[src/rtl/dither_tx_pkg.sv]
// Shared types and constants for the dithered-image return path.
// Contents:
//   tx_state_t   - transmit FSM state encoding
//   PIX_PER_BYTE - thresholded pixels packed into one bus byte
package dither_tx_pkg;

  typedef enum logic [2:0] {
    IDLE    = 3'd0,
    RD_REQ  = 3'd1,
    RD_WAIT = 3'd2,
    ACCUM   = 3'd3,
    PRESENT = 3'd4,
    RELEASE = 3'd5,
    DONE    = 3'd6
  } tx_state_t;

  localparam int unsigned PIX_PER_BYTE = 8;

endpackage

[src/rtl/sync_2ff.sv]
// Two-flop synchronizer for signals arriving from another clock domain.
// Ports:
//   clk  - destination clock
//   rst  - synchronous active-high reset (clears both stages)
//   d    - asynchronous input
//   q    - synchronized output, two clk cycles behind d
module sync_2ff #(
  parameter int WIDTH = 1
) (
  input  logic             clk,
  input  logic             rst,
  input  logic [WIDTH-1:0] d,
  output logic [WIDTH-1:0] q
);

  logic [WIDTH-1:0] meta;

  // Metastability stage followed by the stable output stage.
  always_ff @(posedge clk) begin
    if (rst) begin
      meta <= '0;
      q    <= '0;
    end else begin
      meta <= d;
      q    <= meta;
    end
  end

endmodule

[src/rtl/dither_image_tx.sv]
// Streams the processed frame from the result SRAM to the MCU over an 8-bit
// parallel bus with a 4-phase valid/ack handshake. Optionally packs eight
// thresholded pixels (MSB of each) per byte, first pixel in bit 7.
// Ports:
//   clk, rst     - system clock, synchronous active-high reset
//   start        - 1-cycle pulse: frame ready in SRAM (ignored unless idle)
//   ram_rd_addr  - SRAM read address
//   ram_rd_en    - SRAM read strobe; data returns one cycle later
//   ram_rd_data  - SRAM read data
//   mcu_ack      - MCU acknowledge, asynchronous to clk
//   tx_data      - byte to MCU, stable while tx_valid is high
//   tx_valid     - byte presented
//   busy         - high from start acceptance until the done cycle
//   done         - 1-cycle pulse after the last byte's handshake
module dither_image_tx
  import dither_tx_pkg::*;
#(
  parameter int IMAGEX           = 16,
  parameter int IMAGEY           = 16,
  parameter int IMAGE_SIZE       = IMAGEX * IMAGEY,
  parameter int IMAGE_ADDR_WIDTH = $clog2(IMAGE_SIZE),
  parameter int RGB_SIZE         = 8,
  parameter bit PACK_BITS        = 1'b1
) (
  input  logic                        clk,
  input  logic                        rst,
  input  logic                        start,
  output logic [IMAGE_ADDR_WIDTH-1:0] ram_rd_addr,
  output logic                        ram_rd_en,
  input  logic [RGB_SIZE-1:0]         ram_rd_data,
  input  logic                        mcu_ack,
  output logic [RGB_SIZE-1:0]         tx_data,
  output logic                        tx_valid,
  output logic                        busy,
  output logic                        done
);

  // One extra bit so the terminal count IMAGE_SIZE is representable.
  localparam logic [IMAGE_ADDR_WIDTH:0] PIX_TOTAL = (IMAGE_ADDR_WIDTH + 1)'(IMAGE_SIZE);
  localparam logic [2:0]                BIT_LAST  = 3'(PIX_PER_BYTE - 1);

  tx_state_t                   state;
  tx_state_t                   next_state;
  logic [IMAGE_ADDR_WIDTH:0]   pix_cnt;
  logic [2:0]                  bit_cnt;
  logic                        ack_s;

  sync_2ff #(.WIDTH(1)) u_ack_sync (
    .clk (clk),
    .rst (rst),
    .d   (mcu_ack),
    .q   (ack_s)
  );

  assign ram_rd_addr = pix_cnt[IMAGE_ADDR_WIDTH-1:0];

  // Next-state logic for the read / pack / handshake sequence.
  always_comb begin
    next_state = state;
    unique case (state)
      IDLE: begin
        if (start) next_state = RD_REQ;
        else       next_state = IDLE;
      end
      RD_REQ:  next_state = RD_WAIT;
      RD_WAIT: next_state = ACCUM;
      ACCUM: begin
        // Raw mode presents every pixel; packed mode only after the 8th.
        if (!PACK_BITS || (bit_cnt == BIT_LAST)) next_state = PRESENT;
        else                                      next_state = RD_REQ;
      end
      PRESENT: begin
        if (ack_s) next_state = RELEASE;
        else       next_state = PRESENT;
      end
      RELEASE: begin
        if (ack_s)                        next_state = RELEASE;
        else if (pix_cnt == PIX_TOTAL)    next_state = DONE;
        else                              next_state = RD_REQ;
      end
      DONE:    next_state = IDLE;
      default: next_state = IDLE;
    endcase
  end

  // State register plus outputs registered from the upcoming state, so each
  // output is glitch-free and aligned with the state it belongs to.
  always_ff @(posedge clk) begin
    if (rst) begin
      state     <= IDLE;
      ram_rd_en <= 1'b0;
      tx_valid  <= 1'b0;
      busy      <= 1'b0;
      done      <= 1'b0;
    end else begin
      state     <= next_state;
      ram_rd_en <= (next_state == RD_REQ);
      tx_valid  <= (next_state == PRESENT);
      busy      <= (next_state inside {RD_REQ, RD_WAIT, ACCUM, PRESENT, RELEASE});
      done      <= (next_state == DONE);
    end
  end

  // Pixel/bit counters and the outgoing byte (doubles as the pack shifter).
  always_ff @(posedge clk) begin
    if (rst) begin
      pix_cnt <= '0;
      bit_cnt <= 3'd0;
      tx_data <= '0;
    end else begin
      unique case (state)
        IDLE: begin
          if (start) begin
            pix_cnt <= '0;
            bit_cnt <= 3'd0;
          end
        end
        ACCUM: begin
          // SRAM output is still holding the word read in RD_REQ.
          pix_cnt <= pix_cnt + 1'b1;
          if (PACK_BITS) begin
            tx_data <= {tx_data[RGB_SIZE-2:0], ram_rd_data[RGB_SIZE-1]};
            bit_cnt <= bit_cnt + 3'd1;
          end else begin
            tx_data <= ram_rd_data;
          end
        end
        default: begin
        end
      endcase
    end
  end

endmodule
[config.mk]
export PLATFORM = sky130hd
export DESIGN_NAME = dither_image_tx
export DESIGN_NICKNAME = d
export VERILOG_FILES = /design/src/rtl/dither_tx_pkg.sv /design/src/rtl/sync_2ff.sv /design/src/rtl/dither_image_tx.sv
export SDC_FILE = /design/constraint.sdc
export NUM_CORES = 1
export LEC_CHECK = 0
export CORE_MARGIN = 2
export CORE_UTILIZATION = 52
export DETAILED_ROUTE_END_ITERATION = 12
export HOLD_SLACK_MARGIN = 0.06
export PLACE_DENSITY = 0.93
export SYNTH_ARGS = -nofsm -noshare
export SYNTH_HDL_FRONTEND = slang
export SYNTH_SLANG_ARGS = --single-unit
export TNS_END_PERCENT = 1
[constraint.sdc]
create_clock -name clk -period 2.7 [get_ports clk]
set_input_delay 0.405 -clock clk [delete_from_list [all_inputs] [get_ports clk]]
set_output_delay 0.405 -clock clk [all_outputs]
set_load 0.005 [all_outputs]
==> qor.csv, run 1 <==
metric;value;unit
outcome;complete, no violations;
diodes inserted;0;
DR WL/cell;12.83;µm
post-synthesis sequential area ratio;0.4373;
min Tclk post-route;1.912;ns
post-synth cell types;35;
synth warn;0;
Worst Setup End Kind;flip-flop;
grt total ovfl;0;
CTS tree;built;
Syn Std Cell Area;1328;µm²
total chip power;0.0007703;W
number of CTS-inserted buffers;5;
max-slew violations;0;
post-DP HPWL;1778;µm
Max clock buf depth;2;
Max-slew headroom;0.5531;
critical path fanouts, max;17;
Core Region;2455;µm²
DRC viols;0;
aggregate negative setup slack;0;ns
Root Buffer;clkbuf_4;
post-synthesis register bit count;29;
Comb power frac;0.083;
clk sinks;29;
Final ANT Viol Nets;0;
Mean Syn Cell Area;8.620;µm²
GRT Total Usage;0.1968;
Die W;54.53;µm
first-pass GRT wire length;4112;µm
drt total wl;2553;µm
Critical Path Start Type;flip-flop;
share of layout cells above drive strength 1;0.09467;
IO buf count;24;
CTS resizes;0;
DIE HEIGHT;54.53;µm
Initial Util;0.5408;
Initial DRC Count;19;
Layout Skew;0.006859;ns
setup repair bufs after CTS;0;
f_max;0.5230;GHz
Final Hold Fails;0;
DIE AREA;2973;µm²
area fraction of the dominant cell type after synthesis;0.4373;
RSZ-0062 raised after global routing;false;
Clock Latency Late Sink;0.32;ns
Req. time, crit path;2.95;ns
Critical Path AT;2.17;ns
Switch Pwr;0.0001827;W
routability cong.;0.7649;
Switching Share;0.2372;
synthesis-to-finish area growth;18.57;%
Max-Cap Viols;0;
leakage;0.5541;nW
syn nets;170;
clock power share;0.339;
I/O Pins;32;
Hold-fix buffers, CTS;0;
initial antenna violation count;0;
synth top area cells;dfxtp_1 (44%), nand2_1 (6.8%), a21oi_1 (6.0%);
commonest non-fill, non-tap cells in the layout;dfxtp_1 (29), nand2_1 (24), clkdlybuf4s50_1 (24);
Hold Path Class;flip-flop to flip-flop;
Power Density;489.4;nW/µm²
DR vias/cell;5.563;
First-pass DRT Iterations;4;
vias in the first global route;1048;
Final period util;0.7081;
critical path class;flip-flop to flip-flop;
CTS H-tree lvls;2;
final setup vio count;0;
Seq pwr share;0.578;
Syn Inst Count;154;
Worst-Margin Slew;0.6683;ns
cell taking the most area after synthesis;dfxtp_1;
most common cell after layout, fill and taps aside;dfxtp_1;
Peak VDD IR;0.0003521;V
CTS clk-pin slew, worst paths;0.09;ns
nets@finish;185;
fill count;198;
Int Power;0.0005876;W
Rows;18;
largest net degree at the start of global routing;19;
Vias;1107;
routing by layer:
layer | routed length [µm] | GRT usage
met4 | 53 | 0.1292
met1 | 1164 | 0.2304
met5 | 0 | 0
met3 | 97 | 0.05738
met2 | 1238 | 0.3112
cell type report:
type	count	area, µm²	area share
Inverter	3	11.26	0.007154
Sequential cell	29	580.6	0.3688
Multi-Input combinational cell	105	641.9	0.4078
Clock buffer	7	55.05	0.03498
Timing Repair Buffer	25	247.7	0.1574
Tap cell	30	37.54	0.02385
power groups by stage:
stage,clock network [W],registers (W),logic (W)
final,0.000261,0.000445,0.0000638
after CTS,0.000265,0.000445,0.0000636
after floorplan,0,0.000450,0.0000457
after detailed placement,0,0.000455,0.0000632
after global placement,0,0.000454,0.0000602
after global routing,0.000280,0.000447,0.0000696
cell usage after synthesis (all sizes together):
| master | count |
|---|---|
| nand2b | 2 |
| dfxtp | 29 |
| ha | 4 |
| a31oi | 3 |
| inv | 3 |
| or4b | 1 |
| clkbuf | 9 |
| o21ai | 2 |
| nor2 | 15 |
| nor3 | 1 |
| xor2 | 1 |
| mux2 | 1 |
| nor4 | 2 |
| and4b | 1 |
| nor2b | 4 |
| nand2 | 24 |
| or4 | 1 |
| o211ai | 3 |
| nand4 | 3 |
| and3b | 1 |
| nor3b | 2 |
| buf | 8 |
| a21oi | 16 |
| a22oi | 3 |
| or2 | 1 |
| nand3b | 4 |
| o211a | 1 |
| o22ai | 1 |
| or3 | 2 |
| nand3 | 1 |
| a31o | 1 |
| nor4b | 2 |
| and3 | 2 |
per-stage QoR:
| stage | instance area (µm²) | utilization | instances | worst slack (ns) | hold WS (ns) |
|---|---|---|---|---|---|
| 2_1_floorplan | 1328 | - | 154 | 1.049 | 0.4138 |
| 3_3_place_gp | 1519 | 0.6188 | 192 | 0.7821 | 0.4221 |
| 3_5_place_dp | 1519 | 0.6188 | 192 | 0.7700 | 0.4361 |
| 4_1_cts | 1574 | 0.6412 | 199 | 0.8075 | 0.4505 |
| 5_1_grt | 1574 | 0.6412 | 199 | 0.6418 | 0.4780 |
| 6_report | 1574 | 0.6412 | 199 | 0.7881 | 0.4420 |
cells by family (layout without fill, tap and decap cells):
logic type                 after synthesis  count (layout)  synth area share
buffers and inverters                   20              35           0.07917
AOI/OAI and AO/OA                       30              30            0.1395
muxes                                    1               1          0.008482
DFF                                     29              29            0.4373
xor gates and xnor gates                 1               1          0.006599
adders and majority gates                4               4           0.03770
and+or+nand+nor                         69              69            0.2912
state kept, by name (all words and copies together) (netlist names):
name             count
tx_data              8
u_ack_sync.q         1
busy                 1
bit_cnt              3
tx_valid             1
pix_cnt              9
state                3
u_ack_sync.meta      1
done                 1
ram_rd_en            1
final timing paths:
path | from | to | slack [ns] | cells past startpoint
max | state[0]$_SDFF_PP0_ | pix_cnt[8]$_SDFFE_PP0P_ | 0.79 | 4
min | u_ack_sync.meta$_SDFF_PP0_ | u_ack_sync.q$_SDFF_PP0_ | 0.44 | 1
max reg2reg | state[0]$_SDFF_PP0_ | pix_cnt[8]$_SDFFE_PP0P_ | 0.79 | 4
min reg2reg | u_ack_sync.meta$_SDFF_PP0_ | u_ack_sync.q$_SDFF_PP0_ | 0.44 | 1
critical path, cell delays in order (launching register included):
cell and delay, ns:
dfxtp_1 0.50, and3b_1 0.59, nand4_1 0.25, or3_1 0.36, a21oi_1 0.13
Note: power is estimated with default switching activity, not from simulation.
==> run 2, diff against run 1 <==
--- a/config.mk
+++ b/config.mk
@@ -6,10 +6,10 @@
 export NUM_CORES = 1
 export LEC_CHECK = 0
 export CORE_MARGIN = 2
-export CORE_UTILIZATION = 52
+export CORE_UTILIZATION = 48
 export DETAILED_ROUTE_END_ITERATION = 12
 export HOLD_SLACK_MARGIN = 0.06
-export PLACE_DENSITY = 0.93
+export PLACE_DENSITY = 0.88
 export SYNTH_ARGS = -nofsm -noshare
 export SYNTH_HDL_FRONTEND = slang
 export SYNTH_SLANG_ARGS = --single-unit
==> constraint.sdc (replaced) <==
create_clock -name clk -period 2 [get_ports clk]
set_input_delay 0.3 -clock clk [delete_from_list [all_inputs] [get_ports clk]]
set_output_delay 0.3 -clock clk [all_outputs]
set_load 0.005 [all_outputs]
==> run 2 against run 1 <==
Against the previous run:
- critical path depth is the same
- clock power grew 26%
- flip-flop and latch count is the same
- worst hold slack gained 0.015 ns
- final area grew 0.79%
- sequential power grew 35%
- wire length grew 6.6%
- global-route usage shrank 1.0 points
- via count grew 4.6%
- worst setup slack lost 0.66 ns
- sequential share of layout area shrank 0.29 points
- total power grew 32%
- critical endpoint is now ram_rd_en$_SDFF_PP0_
- largest cell class unchanged
- highest routed layer unchanged
==> qor.csv, run 2 (synthesis gave the netlist of run 1 again) <==
metric;value;unit;change
crit path cell chain;or4_4 > nor4_4 > a31oi_1 > and4b_1;;
grt total ovfl;0;;unchanged
max-slew violations;0;;unchanged
Hold Path Class;flip-flop to flip-flop;;
drt total wl;2722;µm;+6.6%
diodes inserted;0;;unchanged
critical path class;flip-flop to flip-flop;;
First-pass DRT Iterations;4;;unchanged
Max-slew headroom;0.6562;;+0.1031
Largest stage delay, worst path;0.54;ns;-0.05 ns
post-DP HPWL;1994;µm;+12%
setup repair bufs after CTS;0;;unchanged
Rows;19;;+1
outcome;complete, no violations;;
RSZ-0062 raised after global routing;false;;
initial antenna violation count;0;;unchanged
Worst-Margin Slew;0.5142;ns;-0.1541 ns
critical path's slowest cell;or4_4;;
Vias;1158;;+4.6%
Max-Cap Viols;0;;unchanged
I/O Pins;32;;unchanged
fill count;228;;+15%
placed cell area;1535;µm²;+1.1%
Critical Path Start Type;flip-flop;;
number of CTS-inserted buffers;5;;unchanged
DRC viols;0;;unchanged
GRT Total Usage;0.1868;;-0.009970
hold slack;0.4570;ns;+0.01499 ns
Critical Path AT;2.09;ns;-0.08 ns
Max clock buf depth;2;;unchanged
Root Buffer;clkbuf_4;;
Final ANT Viol Nets;0;;unchanged
Final Hold Fails;0;;unchanged
post-route cell area;1587;µm²;+0.79%
Hold-fix buffers, CTS;0;;unchanged
CTS clk-pin slew, worst paths;0.10;ns;about the same
Req. time, crit path;2.22;ns;-0.73 ns
Initial DRC Count;34;;+15
most common cell after layout, fill and taps aside;dfxtp_1;;
CTS H-tree lvls;2;;unchanged
DIE HEIGHT;56.59;µm;+3.8%
Power Density;641.9;nW/µm²;+31%
DR WL/cell;13.41;µm;+4.5%
biggest regs;pix_cnt: 9 flops, tx_data: 8 flops;;
min Tclk post-route;1.872;ns;-0.04041 ns
Clock Latency Late Sink;0.33;ns;about the same
clk sinks;29;;unchanged
critical path fanouts, max;7;;-10
Initial Util;0.4942;;-0.04660
f_max;0.5343;GHz;+2.2%
CTS tree;built;;
DIE AREA;3202;µm²;+7.7%
Layout Skew;0.01690;ns;+0.01004 ns
largest net degree at the start of global routing;18;;-1
Reg with most FFs;pix_cnt;;
aggregate negative setup slack;0;ns;unchanged
CTS resizes;0;;unchanged
max reg flops;9;;unchanged
DR vias/cell;5.704;;+2.5%
final setup vio count;0;;unchanged
Worst Setup End Kind;flip-flop;;
Core Region;2686;µm²;+9.4%
routability cong.;0.8026;;+4.9%
nets@finish;187;;+1.1%
vias in the first global route;1038;;-0.95%
first-pass GRT wire length;4581;µm;+11%
IO buf count;24;;unchanged
Peak VDD IR;0.0004341;V;+23%
synthesis-to-finish area growth;19.51;%;
commonest non-fill, non-tap cells in the layout;dfxtp_1 (29), nand2_1 (24), clkdlybuf4s50_1 (24);;
Die W;56.59;µm;+3.8%
leakage;0.5656;nW;+2.1%
Final period util;0.9358;;+0.2276
share of layout cells above drive strength 1;0.1105;;+0.01579
-- run 2: cell count changes in the layout (fill, tap and decap cells not counted), sizes merged --
| cell | delta |
|---|---|
| buf | +2 |
| clkbuf | -1 |
| clkinv | +2 |
-- run 2: path summary, 6_finish.rpt --
path / startpoint / slack [ns] / end / cells past startpoint
worst max register to register: pix_cnt[3]$_SDFFE_PP0P_ / 0.13 / ram_rd_en$_SDFF_PP0_ / 4
worst max-delay path: pix_cnt[3]$_SDFFE_PP0P_ / 0.13 / ram_rd_en$_SDFF_PP0_ / 4
worst min-delay path: u_ack_sync.meta$_SDFF_PP0_ / 0.46 / u_ack_sync.q$_SDFF_PP0_ / 1
worst min register to register: u_ack_sync.meta$_SDFF_PP0_ / 0.46 / u_ack_sync.q$_SDFF_PP0_ / 1
-- run 2: area by class of cell --
cell class / count / area (µm²) / share of cell area
clock buffers: 6 / 41.29 / 0.02603
clock inverters: 2 / 10.01 / 0.006309
inverters: 3 / 11.26 / 0.007098
multi-input cells: 105 / 641.9 / 0.4046
flip-flops and latches: 29 / 580.6 / 0.3659
well taps: 31 / 38.79 / 0.02445
repair buffers: 27 / 262.8 / 0.1656
-- run 2: metrics by stage --
step           total power, W  instances    util  setup slack, ns
6_report             0.001018        203  0.5906           0.1285
5_1_grt              0.001062        203  0.5906          0.03435
4_1_cts              0.001036        203  0.5906           0.1488
3_5_place_dp        0.0007002        195  0.5715           0.1389
3_3_place_gp        0.0006953        195  0.5715           0.1676
2_1_floorplan       0.0006686        154       -           0.3495
-- run 2: worst max-delay path, delay by kind of cell, from the launching register on --
| family | cells | cell delay [ns] |
|---|---|---|
| and+or+nand+nor | 3 | 1.10 |
| AOI/OAI and AO/OA | 1 | 0.27 |
| DFF | 1 | 0.39 |
-- run 2: per-layer routing --
metal  share of wire  GRT usage  vias up
met4           0.025    0.09864        0
met2            0.49     0.2973       40
met5               0          0        -
li1                -          -      563
met1            0.42     0.2171      546
met3           0.060    0.06912        9
-- run 2: report_power, final --
group,leakage [nW],switching [W],total (W),internal [W]
registers,0.235,0.0000131,0.000602,0.000589
logic,0.299,0.0000467,0.0000867,0.0000400
clock network,0.0320,0.000196,0.000330,0.000134
